## config.mk

```make
export PLATFORM = sky130hd
export DESIGN_NAME = mux157_nibble_collector_flat
export DESIGN_NICKNAME = d
export VERILOG_FILES = /design/src/rtl/mux157_nibble_collector_if.sv /design/src/rtl/mux157_nibble_collector.sv /design/src/flat_wrapper.sv
export SDC_FILE = /design/constraint.sdc
export NUM_CORES = 1
export LEC_CHECK = 0
export CAP_MARGIN = 40
export CORE_MARGIN = 1
export CORE_UTILIZATION = 56
export CTS_BUF_LIST = sky130_fd_sc_hd__clkbuf_8
export CTS_CLUSTER_DIAMETER = 40
export CTS_CLUSTER_SIZE = 10
export DETAILED_ROUTE_END_ITERATION = 7
export MAX_ROUTING_LAYER = met4
export PLACE_DENSITY = 0.84
export SLEW_MARGIN = 5
export SYNTH_ARGS = -nofsm -noshare
export SYNTH_HDL_FRONTEND = slang
export SYNTH_SLANG_ARGS = --single-unit
```

## constraint.sdc

```tcl
create_clock -name clk -period 5.74 [get_ports clk]
set_input_delay 0.861 -clock clk [delete_from_list [all_inputs] [get_ports clk]]
set_output_delay 0.861 -clock clk [all_outputs]
set_load 0.005 [all_outputs]
```

## src/rtl/mux157_nibble_collector_if.sv

```systemverilog
// rtl/mux157_nibble_collector_if.sv - mux pin and word handshake bundle for the nibble collector
`timescale 1ns/1ps
interface mux157_nibble_collector_if #(
    parameter int NIBBLES = 8
);
    logic                   start;
    logic [NIBBLES-1:0]     sel_mask;
    logic                   mux_s;
    logic                   mux_ne;
    logic [3:0]             mux_y;
    logic                   busy;
    logic                   out_valid;
    logic                   out_ready;
    logic [4*NIBBLES-1:0]   out_data;

    modport master (
        input  start, sel_mask, mux_y, out_ready,
        output mux_s, mux_ne, busy, out_valid, out_data
    );

    modport slave (
        output start, sel_mask, mux_y, out_ready,
        input  mux_s, mux_ne, busy, out_valid, out_data
    );
endinterface

```

## src/rtl/mux157_nibble_collector.sv

```systemverilog
// rtl/mux157_nibble_collector.sv - sequences a 74LVC157 and assembles sampled nibbles into a word
`timescale 1ns/1ps
module mux157_nibble_collector #(
    parameter int NIBBLES       = 8,
    parameter int SETTLE_CYCLES = 2
) (
    input  logic                      clk,
    input  logic                      rst,
    mux157_nibble_collector_if.master bus
);
    localparam int CW = $clog2(SETTLE_CYCLES + 1);
    localparam int IW = (NIBBLES > 1) ? $clog2(NIBBLES) : 1;
    localparam logic [CW-1:0] CNT_RELOAD = CW'(SETTLE_CYCLES - 1);
    localparam logic [IW-1:0] IDX_LAST   = IW'(NIBBLES - 1);

    typedef enum logic [1:0] {IDLE, SETTLE, DONE} state_t;

    state_t             state;
    logic [NIBBLES-1:0] mask;
    logic [IW-1:0]      idx;
    logic [IW-1:0]      idx_next;
    logic [IW+1:0]      base;
    logic [CW-1:0]      cnt;

    assign idx_next = idx + IW'(1);
    assign base     = {idx, 2'b00};

    always_ff @(posedge clk) begin
        if (rst) begin
            state         <= IDLE;
            mask          <= '0;
            idx           <= '0;
            cnt           <= '0;
            bus.mux_s     <= 1'b0;
            bus.mux_ne    <= 1'b1;
            bus.busy      <= 1'b0;
            bus.out_valid <= 1'b0;
            bus.out_data  <= '0;
        end else begin
            case (state)
                IDLE: begin
                    if (bus.start) begin
                        mask         <= bus.sel_mask;
                        bus.out_data <= '0;
                        idx          <= '0;
                        bus.mux_s    <= bus.sel_mask[0];
                        bus.mux_ne   <= 1'b0;
                        cnt          <= CNT_RELOAD;
                        bus.busy     <= 1'b1;
                        state        <= SETTLE;
                    end
                end
                SETTLE: begin
                    if (cnt != '0) begin
                        cnt <= cnt - CW'(1);
                    end else begin
                        // mux_y has had SETTLE_CYCLES edges to follow the last S/nE change
                        bus.out_data[base +: 4] <= bus.mux_y;
                        if (idx != IDX_LAST) begin
                            idx       <= idx_next;
                            bus.mux_s <= mask[idx_next];
                            cnt       <= CNT_RELOAD;
                        end else begin
                            bus.mux_ne    <= 1'b1;
                            bus.mux_s     <= 1'b0;
                            bus.out_valid <= 1'b1;
                            state         <= DONE;
                        end
                    end
                end
                DONE: begin
                    if (bus.out_ready) begin
                        bus.out_valid <= 1'b0;
                        bus.busy      <= 1'b0;
                        state         <= IDLE;
                    end
                end
                default: begin
                    state      <= IDLE;
                    bus.busy   <= 1'b0;
                    bus.mux_ne <= 1'b1;
                    bus.mux_s  <= 1'b0;
                end
            endcase
        end
    end
endmodule
```

## src/flat_wrapper.sv

```systemverilog
// flat-port wrapper written by rule: the top's interface ports become plain ports
module mux157_nibble_collector_flat 
#(
    parameter int NIBBLES       = 8,
    parameter int SETTLE_CYCLES = 2
)
  (clk, rst, bus_start, bus_sel_mask, bus_mux_y, bus_out_ready, bus_mux_s, bus_mux_ne, bus_busy, bus_out_valid, bus_out_data);
  mux157_nibble_collector_if #(.NIBBLES(NIBBLES)) bus_i ();
  input  logic clk;
  input  logic rst;
  input wire logic [$bits(bus_i.start)-1:0] bus_start;
  input wire logic [$bits(bus_i.sel_mask)-1:0] bus_sel_mask;
  input wire logic [$bits(bus_i.mux_y)-1:0] bus_mux_y;
  input wire logic [$bits(bus_i.out_ready)-1:0] bus_out_ready;
  output wire logic [$bits(bus_i.mux_s)-1:0] bus_mux_s;
  output wire logic [$bits(bus_i.mux_ne)-1:0] bus_mux_ne;
  output wire logic [$bits(bus_i.busy)-1:0] bus_busy;
  output wire logic [$bits(bus_i.out_valid)-1:0] bus_out_valid;
  output wire logic [$bits(bus_i.out_data)-1:0] bus_out_data;
  assign bus_i.start = bus_start;
  assign bus_i.sel_mask = bus_sel_mask;
  assign bus_i.mux_y = bus_mux_y;
  assign bus_i.out_ready = bus_out_ready;
  assign bus_mux_s = bus_i.mux_s;
  assign bus_mux_ne = bus_i.mux_ne;
  assign bus_busy = bus_i.busy;
  assign bus_out_valid = bus_i.out_valid;
  assign bus_out_data = bus_i.out_data;
  mux157_nibble_collector #(.NIBBLES(NIBBLES), .SETTLE_CYCLES(SETTLE_CYCLES)) u_core (.clk(clk), .rst(rst), .bus(bus_i));
endmodule
```

==> impl_metrics.py <==
metrics = {
    "routing": {
        "first_iter_violations": 138,
        "routedWlPerCell_um": 15.37,
        "via_per_inst": 5.885,
        "drc_errors": 0,
        "vias": 2001,
        "postRouteAntennaNets": 0,
        "firstDrtPassIters": 4,
        "routed_wl_um": 5227,
    },
    "global_route": {
        "grt_first_pass_wirelength_um": 8935,
        "grt.overflow.total": 0,
        "antenna_found_initial": 0,
        "grt_pass1_vias": 1930,
        "grtUsageTotal_pct": 27.40,
        "grt_max_degree": 41,
    },
    "timing": {
        "period_minus_slack_ps": 2667,
        "finalSetupViolations": 0,
        "relSlewSlack_pct": 51.69,
        "worst_pin_slew_ps": 719.2,
        "holdWs_ps": 475.0,
        "rsz0062_at_grt": "no",
        "final.setup_skew_ps": 14.42,
        "worst_slack_ps": 3073,
        "finalHoldViolations": 0,
        "tns_ps": 0,
        "period_share_pct": 46.46,
        "fmax_mhz": 375.0,
        "maxSlewViolCount": 0,
    },
    "cts": {
        "cts_hold_buf": 0,
        "clk_pin_slew_ps": 100,
        "cts_root_buffer": "clkbuf_8",
        "clk_latency_ps": 310,
        "cts-htree-levels": 2,
        "cts_sinks": 51,
        "cts_max_path_buffers": 2,
        "cts_made_buffers": 5,
        "cts_setup_buffers": 0,
        "post_cts_resized": 0,
        "cts_tree": "done",
    },
    "yosys": {
        "async_flop_share_pct": 0,
        "synth_top_area_share_pct": 44.49,
        "ys.flop_type": "dfxtp_1",
        "synthTopCellsByArea": "dfxtp_1 (44%), o2bb2ai_1 (6.1%), o21ai_0 (4.6%)",
        "synth_simple_gate_area_share_pct": 17.99,
        "synth_edf_count": 0,
        "synth_cell_types": 52,
        "avgSynthCellArea_um2": 9.405,
        "synth_nets": 267,
        "ys_seq_area_share_pct": 44.49,
        "ys_ff_latch": 51,
        "synth_top_family_by_area": "compound AO/OA/AOI/OAI gates",
        "ys_warn_count": 0,
        "postSynthCellCount": 244,
        "netlist_area_um2": 2295,
        "synth_mux_area_share_pct": 2.345,
        "synth-xor-area-share_pct": 0,
        "synth_compound_area_share_pct": 27.15,
        "synthAdderAreaFrac_pct": 3.817,
        "yosys.area.top_type": "dfxtp_1",
    },
    "final_layout": {
        "area_growth_pct": 27.37,
        "nNetsFinal": 314,
        "multi_input_area_um2": 1177,
        "final_core_util_pct": 76.94,
        "drive_above_1_share_pct": 6.849,
        "fillers": 289,
        "n_antenna_cell": 0,
        "seq_area_um2": 1021,
    },
    "worst_setup_path": {
        "cp_max_fo": 12,
        "critPathCaptureType": "register",
        "path_cells": "inv_1 -> ha_1 -> ha_1 -> or4b_4 -> o21ai_0 -> a21oi_1 -> a22o_1",
        "max_stage_delay_ps": 550,
        "crit_path_frequent_cell": "ha_1",
        "start_kind": "register",
        "cpMaxStageDelayCell": "dfxtp_1",
        "required_ps": 5940,
        "crit_type": "register to register",
        "cp_data_arrival_time_ps": 2870,
    },
    "run_status": {
        "status": "finished, final reports clean",
    },
    "job": {
        "cap_viol_max_count": 0,
    },
    "hold_path": {
        "min_path_type": "register to register",
    },
    "floorplan": {
        "die_h_um": 66.02,
        "dieArea_um2": 4358,
        "ios": 52,
        "die_w_um": 66.02,
        "initial_utilization_pct": 60.41,
        "core_um2": 3799,
        "fp-row-count": 22,
    },
    "place": {
        "gp_congestion": 0.8743,
        "portBuffers": 51,
        "hpwl_um": 3681,
        "dpl_worst_slack_ps": 3092,
    },
    "pwr": {
        "power_density_nw_per_um2": 230.5,
        "p_total_mw": 0.6736,
        "p_leak_nw": 1.040,
        "irDropWorstVdd_mv": 0.2062,
    },
}
[flip-flops by register name (all words and copies together) (netlist names)]
register              flops
u_core.bus.busy           1
u_core.bus.mux_s          1
u_core.bus.out_data      32
u_core.bus.out_valid      1
u_core.bus.mux_ne         1
u_core.idx                3
u_core.cnt                2
u_core.state              2
u_core.mask               8
[worst paths after layout]
path	slack [ps]	depth (start not counted)	endpoint	startpoint
max	3070	7	u_core.bus.out_data[19]$_SDFFE_PP0P_	u_core.idx[0]$_SDFFE_PP0P_
min	480	1	u_core.bus.out_data[1]$_SDFFE_PP0P_	u_core.bus.out_data[1]$_SDFFE_PP0P_
max reg2reg	3070	7	u_core.bus.out_data[19]$_SDFFE_PP0P_	u_core.idx[0]$_SDFFE_PP0P_
min reg2reg	480	1	u_core.bus.out_data[1]$_SDFFE_PP0P_	u_core.bus.out_data[1]$_SDFFE_PP0P_
[synth_stat cells (all sizes together) (3+ instances only)]
master and n:
ha 7, dfxtp 51, inv 12, clkbuf 10, buf 3, o22ai 4, o21bai 4, nand2b 7
nor2b 5, nand3b 4, nor2 9, o21ai 25, nor4 3, and3 4, nand4 4, a21oi 18
nor3 4, o2bb2ai 16, nand2 16, a22o 7
[worst max-delay path: cells and delay by family, from the launching register on]
kind	cells	cell delay, ps
compound gates	3	560
fa+ha+maj	2	760
buf+inv	1	160
flops	1	550
simple gates	1	530
[power breakdown]
group	total (mW)	leakage, nW	internal, mW	switching, mW
Combinational	0.0900	0.581	0.0396	0.0503
Sequential	0.371	0.414	0.362	0.00903
Clock	0.213	0.0452	0.0890	0.124
Total	0.674	1.04	0.491	0.183
[final cells by class]
type / count / area share, %
Clock inverter: 3 / 0.8562
Multi-Input combinational cell: 168 / 40.28
Sequential cell: 51 / 34.93
Inverter: 12 / 1.541
Timing Repair Buffer: 53 / 17.98
Tap cell: 48 / 2.055
Clock buffer: 5 / 2.354
[cell usage in the layout (no fill, tap or decap), types with 3 or more instances in the layout]
| cell | n |
|---|---|
| nand2b_1 | 7 |
| o21ai_1 | 4 |
| o2bb2ai_1 | 16 |
| nand3b_1 | 4 |
| ha_1 | 7 |
| o22ai_1 | 3 |
| and3_1 | 4 |
| clkdlybuf4s50_1 | 51 |
| nor2_1 | 9 |
| nor2b_1 | 5 |
| o21ai_0 | 21 |
| a22o_1 | 7 |
| inv_1 | 12 |
| a21oi_1 | 17 |
| dfxtp_1 | 51 |
| clkbuf_8 | 5 |
| nand2_1 | 15 |
| nand4_1 | 4 |
| nor3_1 | 4 |
| o21bai_1 | 4 |
[metal layers]
metal / track usage, % / share of wire, %
met2: 42.35 / 45
met5: - / 0
met1: 37.34 / 49
met3: 5.172 / 5.4
met4: 5.851 / 0.84
[per-stage QoR]
stage,instances,instance area [um2]
2_1_floorplan,244,2295
5_1_grt,340,2923
6_report,340,2923
3_5_place_dp,332,2829
3_3_place_gp,332,2829
4_1_cts,340,2923
[cell families (layout without fill, tap and decap cells)]
family	count (synthesis)	after routing
AND/OR/NAND/NOR	69	69
buffers and inverters	25	73
adder cells (fa/ha/maj)	7	7
multiplexers	4	4
flip-flops	51	51
AO/OA/AOI/OAI	88	88
Note: power is estimated with default switching activity, not from simulation.
